<file path="src/rtl/uart_pkg.sv">
// Shared UART definitions: parity encodings, default line terminator and
// the width of one buffered receive entry ({fe, pe, data}).
package uart_pkg;

    typedef enum logic [1:0] {
        PARITY_NONE = 2'd0,
        PARITY_EVEN = 2'd1,
        PARITY_ODD  = 2'd2
    } parity_mode_e;

    localparam int         DEFAULT_DBIT = 8;
    localparam logic [7:0] DEFAULT_TERM = 8'h0D;
    localparam int         ENTRY_W      = DEFAULT_DBIT + 2;

    // Width of a stored entry: data bits plus parity and framing flags.
    function automatic int entry_width(input int dbit);
        return dbit + 2;
    endfunction

endpackage

</file>
<file path="src/rtl/uart_rx_fifo_mem.sv">
// Register-array storage for the receive FIFO: one synchronous write port
// and one asynchronous read port so the head entry falls through.
module uart_rx_fifo_mem
    import uart_pkg::*;
#(
    parameter int DBIT       = DEFAULT_DBIT,
    parameter int ADDR_WIDTH = 4
) (
    input  logic                          clk,
    input  logic                          wr_en,
    input  logic [ADDR_WIDTH-1:0]         wr_addr,
    input  logic [entry_width(DBIT)-1:0]  wr_data,
    input  logic [ADDR_WIDTH-1:0]         rd_addr,
    output logic [entry_width(DBIT)-1:0]  rd_data
);

    localparam int EW    = entry_width(DBIT);
    localparam int DEPTH = 1 << ADDR_WIDTH;

    logic [EW-1:0] mem_q [DEPTH];

    // Store the incoming entry; contents are deliberately never reset.
    always_ff @(posedge clk) begin
        if (wr_en) begin
            mem_q[wr_addr] <= wr_data;
        end
    end

    assign rd_data = mem_q[rd_addr];

endmodule

</file>
<file path="src/rtl/uart_rx_fifo.sv">
// Receive-side FWFT buffer behind the UART receiver. Characters are
// captured one cycle after rx_done_tick so the late framing flag lines up,
// then stored with their error flags. Tracks overrun and complete lines.
module uart_rx_fifo
    import uart_pkg::*;
#(
    parameter int              DBIT       = DEFAULT_DBIT,
    parameter int              ADDR_WIDTH = 4,
    parameter logic [DBIT-1:0] TERM       = DBIT'(DEFAULT_TERM)
) (
    input  logic                  clk,
    input  logic                  reset,
    input  logic                  rx_done_tick,
    input  logic [DBIT-1:0]       din,
    input  logic                  e_parity,
    input  logic                  e_frame,
    input  logic                  rd,
    input  logic                  clr_overrun,
    output logic [DBIT-1:0]       dout,
    output logic                  dout_pe,
    output logic                  dout_fe,
    output logic                  empty,
    output logic                  full,
    output logic [ADDR_WIDTH:0]   count,
    output logic [ADDR_WIDTH:0]   line_count,
    output logic                  overrun
);

    localparam int                EW      = entry_width(DBIT);
    localparam logic [ADDR_WIDTH:0] PTR_ONE = {{ADDR_WIDTH{1'b0}}, 1'b1};

    logic [ADDR_WIDTH:0] wr_ptr_q, wr_ptr_d;
    logic [ADDR_WIDTH:0] rd_ptr_q, rd_ptr_d;
    logic [ADDR_WIDTH:0] line_count_q, line_count_d;
    logic                pending_q, pending_d;
    logic                overrun_q, overrun_d;

    logic                wr_en;
    logic                pop;
    logic                term_in;
    logic                term_out;
    logic [EW-1:0]       wr_data;
    logic [EW-1:0]       rd_data;

    // Status comes straight from the registered pointers, so rd never
    // reaches these outputs combinationally.
    assign empty = (wr_ptr_q == rd_ptr_q);
    assign full  = (wr_ptr_q[ADDR_WIDTH] != rd_ptr_q[ADDR_WIDTH]) &&
                   (wr_ptr_q[ADDR_WIDTH-1:0] == rd_ptr_q[ADDR_WIDTH-1:0]);
    assign count      = wr_ptr_q - rd_ptr_q;
    assign line_count = line_count_q;
    assign overrun    = overrun_q;

    assign wr_data = {e_frame, e_parity, din};
    assign dout    = rd_data[DBIT-1:0];
    assign dout_pe = rd_data[DBIT];
    assign dout_fe = rd_data[DBIT+1];

    // Next-state for capture, pointers, terminator count and overrun.
    always_comb begin
        pending_d    = rx_done_tick;
        pop          = rd && !empty;
        wr_en        = pending_q && (!full || pop);
        wr_ptr_d     = wr_en ? (wr_ptr_q + PTR_ONE) : wr_ptr_q;
        rd_ptr_d     = pop ? (rd_ptr_q + PTR_ONE) : rd_ptr_q;
        term_in      = wr_en && (din == TERM) && !e_frame;
        term_out     = pop && (dout == TERM) && !dout_fe;
        line_count_d = line_count_q;
        if (term_in && !term_out) begin
            line_count_d = line_count_q + PTR_ONE;
        end else if (!term_in && term_out) begin
            line_count_d = line_count_q - PTR_ONE;
        end
        overrun_d = overrun_q;
        if (clr_overrun) begin
            overrun_d = 1'b0;
        end
        if (pending_q && full && !pop) begin
            overrun_d = 1'b1;
        end
    end

    // Control registers; reset discards any character still pending.
    always_ff @(posedge clk) begin
        if (reset) begin
            wr_ptr_q     <= '0;
            rd_ptr_q     <= '0;
            line_count_q <= '0;
            pending_q    <= 1'b0;
            overrun_q    <= 1'b0;
        end else begin
            wr_ptr_q     <= wr_ptr_d;
            rd_ptr_q     <= rd_ptr_d;
            line_count_q <= line_count_d;
            pending_q    <= pending_d;
            overrun_q    <= overrun_d;
        end
    end

    uart_rx_fifo_mem #(
        .DBIT       (DBIT),
        .ADDR_WIDTH (ADDR_WIDTH)
    ) u_mem (
        .clk     (clk),
        .wr_en   (wr_en && !reset),
        .wr_addr (wr_ptr_q[ADDR_WIDTH-1:0]),
        .wr_data (wr_data),
        .rd_addr (rd_ptr_q[ADDR_WIDTH-1:0]),
        .rd_data (rd_data)
    );

endmodule

</file>
<file path="config.mk">
export PLATFORM = sky130hd
export DESIGN_NAME = uart_rx_fifo
export DESIGN_NICKNAME = d
export VERILOG_FILES = /design/src/rtl/uart_pkg.sv /design/src/rtl/uart_rx_fifo_mem.sv /design/src/rtl/uart_rx_fifo.sv
export SDC_FILE = /design/constraint.sdc
export NUM_CORES = 1
export LEC_CHECK = 0
export ABC_CLOCK_PERIOD_IN_PS = 4600
export BUFFER_PORTS_ARGS = -buffer_cell sky130_fd_sc_hd__buf_2
export CAP_MARGIN = 20
export CORE_AREA = 4 4 141 143
export CTS_BUF_LIST = sky130_fd_sc_hd__clkbuf_4 sky130_fd_sc_hd__clkbuf_8 sky130_fd_sc_hd__clkbuf_16
export DETAILED_ROUTE_END_ITERATION = 8
export DIE_AREA = 0 0 145 147
export GPL_ROUTABILITY_DRIVEN = 1
export MAX_ROUTING_LAYER = met4
export PLACE_DENSITY = 0.67
export SLEW_MARGIN = 5
export SYNTH_ARGS = -nofsm -noshare
export SYNTH_HDL_FRONTEND = slang
export SYNTH_SLANG_ARGS = --single-unit
</file>
<file path="constraint.sdc">
create_clock -name clk -period 4.6 [get_ports clk]
set_input_delay 0.23 -clock clk [delete_from_list [all_inputs] [get_ports clk]]
set_output_delay 0.23 -clock clk [all_outputs]
set_load 0.03 [all_outputs]
</file>
### Word level (Yosys, flattened, before mapping)

Memory sizes are Yosys's and may differ from the RTL's. A register that Yosys moved wholly into a read port is not among the register bits.
Cells that the tools add are included.

* bits of input ports: 15
* memory bits (read-only): 0
* latch bits: 0
* memories kept: 1
* output and inout bits: 23
* flip-flop bits (word level): 17
* RAM bits: 160

* eq/ne operators: 5
* order comparisons: 0
* mux-type cells: 8
* bitwise logic cells: 0
* div/mod/pow operators: 0
* reduce and logical (&&, ||, !) cells: 23
* shift-type cells: 0
* add/sub/neg operators: 5
* multiply operators: 0

Memory list
* u_mem.mem_q: depth 16, width 10, read ports 1, clocked after Yosys merged registers in 1, wr ports 1, RTL line uart_rx_fifo_mem.sv:20 `logic [EW-1:0] mem_q [DEPTH];`

Operators with widths (number)
* $eq A8 B4 Y1 const B: 2
* $add A5 B1 Y5 const B: 3
* $logic_and A1 B1 Y1: 12
* $mux W5: 2
* $logic_not A1 Y1: 8
* $mux W4: 2
* $eq A5 B5 Y1: 1
* $sub A5 B1 Y5 const B: 1
* $sub A5 B5 Y5: 1
* $eq A4 B4 Y1: 1
* $mux W1: 4
* $reduce_bool A2 Y1: 2
* $logic_or A1 B1 Y1: 1
* $ne A1 B1 Y1: 1

### Logic depth before layout (Yosys ltp)

* depth after elaboration: 11
* mapped depth: 16
* depth with buffers taken out: 14

### By module

A second synthesis with hierarchy kept.

* cells, all modules: 396
* area, all modules: 7260.7 um2

Modules (own cells, without submodules)
* uart_rx_fifo_mem: times used 1, cells each 269, area an instance 6153.4 um2
* uart_rx_fifo: times used 1, cells each 127, area an instance 1107.3 um2

### Worst setup path before layout

No wires, ideal clock.

* kind: flip-flop to flip-flop
* from: register (tool-made name)
* to: register line_count_q[4] (netlist: line_count[4])
* setup slack: 1.102 ns
* arrival: 3.427 ns
* required time: 4.529 ns
* cell stages (with the launch flop): 15
* setup time: 0.071 ns
* path through: dfxtp_1 -> clkbuf_1 -> clkbuf_1 -> mux4_2 -> mux4_2 -> a21oi_1 -> nand4_1 -> ha_1 -> inv_1 -> ha_1 -> a21o_1 -> a21oi_1 -> xnor2_1 -> or3_1 -> a21oi_1

RTL lines
* end signal, assigned: RTL line uart_rx_fifo.sv:94 `line_count_q <= line_count_d;`
* end, declared: RTL line uart_rx_fifo.sv:34 `logic [ADDR_WIDTH:0] line_count_q, line_count_d;`

==> qor.txt <==
synthesized area = 7370 sq um
DRC viols = 0
Synth Register Bits = 181
Post-DP HPWL = 10,200 um
Peak VDD IR = 261 uV
cell repeated most along the worst path = a21oi_1
RSZ-0062 raised after global routing = false
Nets = 505
critical path, cell by cell = buf_4 -> nor2b_1 -> a221oi_1 -> o21ai_0 -> a221oi_2 -> nand4_1 -> ha_1 -> inv_1 -> fa_1 -> a21o_1 -> a21oi_1 -> xnor2_1 -> or3_1 -> a21oi_1
Die Area = 21,300 sq um
vias in the first global route = 4,096
commonest non-fill, non-tap cell in the layout = edfxtp_1
share of layout cells above drive strength 1 = 27.7%
Initial Util = 39.6%
worst-path fanout max = 12
Final Cycle Share = 89.2%
most frequent cells in the layout = edfxtp_1, buf_2, nor2_1
Post-synth EDFFs = 160
final hold viol count = 0
area grow syn2layout = 16.2%
Root Buffer = clkbuf_16
max-slew violations = 0
Post-DRT Antenna Nets = 0
row count = 50
metal2 WL = 7860 um
routed wire length per instance = 21.7 um
clock slew at the register clock pins of the worst setup and hold paths = 70 ps
WP data required = 4960 ps
fraction of registers with async set/reset = 0%
synthesized area per cell = 17.9 sq um
Crit path buffers/inverters = 2
critical path endpoint category = flip-flop
Post-CTS Resized = 0
routed vias/inst = 5.44
First-pass DRT Iterations = 6
Top Ports = 38
FF/Latch Area = 5230 sq um
TNS Setup = 0 ps
Rel. slew slack = 53.2%
Final Wtd Congestion = 0.817
syn nets = 442
Final setup viols = 0
clock latency on the worst-skew pair = 430 ps
GRT Util Overall = 15.6%
Power, Total = 3580 uW
max-cap viol count = 0
status = completed
initial antenna violation count = 0
Detailed Route WL = 15,700 um
Worst EP arrival = 4470 ps
critical path class = flip-flop to flip-flop
register area share after synthesis = 70.9%
delay-heaviest family, CP = compound AO/OA/AOI/OAI gates
port bufs = 37
Max stage delay cell, worst path = dfxtp_1
critical path's largest stage delay = 650 ps
antenna diode count = 0
DR iter-0 viols = 419
first-pass GRT wire length = 24,200 um
Worst Tran Pin Value = 700 ps
total core area = 18,600 sq um
via count = 3,925
largest net degree at the start of global routing = 20
die span in x = 145 um
hold crit path type = input port to flip-flop
post-synthesis instance total = 412
Final Skew = 7.16 ps
fill count = 1,530
power density cells = 418 nW/um^2
TritonCTS clock tree = built
fmax = 244 MHz
WL met3 = 747 um
Die Y-Extent = 147 um
leakage power total = 0.00288 uW
Min Clock Period, post-route = 4100 ps
met1 wire length = 6780 um
TritonCTS buffer count = 17
startpoint class of the critical path = flip-flop
number of warning messages in the yosys log = 0
Overflow after GRT = 0
HP Start = clr_overrun
worst-case clock buffer depth = 2
area of the multi-input gates = 2020 sq um
uppermost layer routed = met4
Yosys cell types = 36
clock sink total = 181
H-tree depth = 4
ys flop type = edfxtp_1
[path summary, 6_finish.rpt]
path	slack [ps]	endpoint	cells past startpoint
setup reg to reg	500	line_count[4]	14
hold reg to reg	510	line_count[4]	2
hold / removal	100	overrun	4
setup / recovery	500	line_count[4]	14
[repair_timing]
| action | 4_1_cts | 5_1_grt |
|---|---|---|
| hold buffers | 1 | 0 |
| buffers inserted | 0 | 0 |
| endpoints found under the hold margin | 1 | 0 |
[report_power, final]
part | switching [uW] | internal, uW | total, uW
clock | 606 | 807 | 1410
sequential | 21.7 | 1800 | 1820
combinational | 201 | 143 | 343
[layout make-up]
class / count / share of cell area (%)
Multi-Input combinational cell: 202 / 23.5
Timing Repair Buffer: 62 / 4.66
Clock inverter: 10 / 0.760
Inverter: 11 / 0.482
Tap cell: 234 / 3.42
Clock buffer: 22 / 6.09
Sequential cell: 181 / 61.0
[cells by family (layout without fill, tap and decap cells)]
logic type,count (synthesis),count (layout),share of synthesized area [%]
xor+xnor,16,16,1.90
mux,59,59,14.6
buf+inv,29,105,1.92
compound gates,39,39,3.48
fa+ha+maj,15,15,2.75
simple gates,73,73,4.45
flops,181,181,70.9
[sequential cells by signal, summed over array words and instances, names as in the netlist, named ones only]
register and flops:
u_mem.mem_q 160, rd_ptr_q 5, overrun 1, wr_ptr_q 5, pending_q 1, line_count 5
[stage by stage]
stage	cell area, sq um	instances	hold WS, ps	setup slack [ps]	util [%]
floorplan	7370	412	329	1100	-
global placement	7930	686	455	550	42.7
detailed placement	7950	688	457	486	42.8
CTS	8550	721	83.6	488	46.0
global route	8560	722	122	170	46.1
finish	8560	722	101	498	46.1
[synthesized netlist by cell type (all sizes together), types with 4 or more instances]
master,number,share of area (%)
edfxtp,160,65
mux4,37,12
nor2,34,1.7
dfxtp,21,5.7
mux2i,18,2.4
a21oi,15,1.0
nand2,14,0.71
ha,13,2.2
inv,11,0.56
xnor2,11,1.3
buf,10,0.95
clkbuf,8,0.41
a221oi,7,0.92
nand4,6,0.51
nor3,6,0.41
o21ai,6,0.41
xor2,5,0.59
a21o,4,0.41
mux2,4,0.61
[layer usage]
layer,GRT usage [%],vias up
li1,-,1743
met1,20.7,2040
met2,24.5,121
met3,3.58,21
met4,4.75,0
met5,-,-
[worst min-delay path: stages]
cell and delay (ps):
buf_2 70, nor2b_1 30, a21oi_1 110, nor2_1 40
Note: power is estimated with default switching activity, not from simulation.
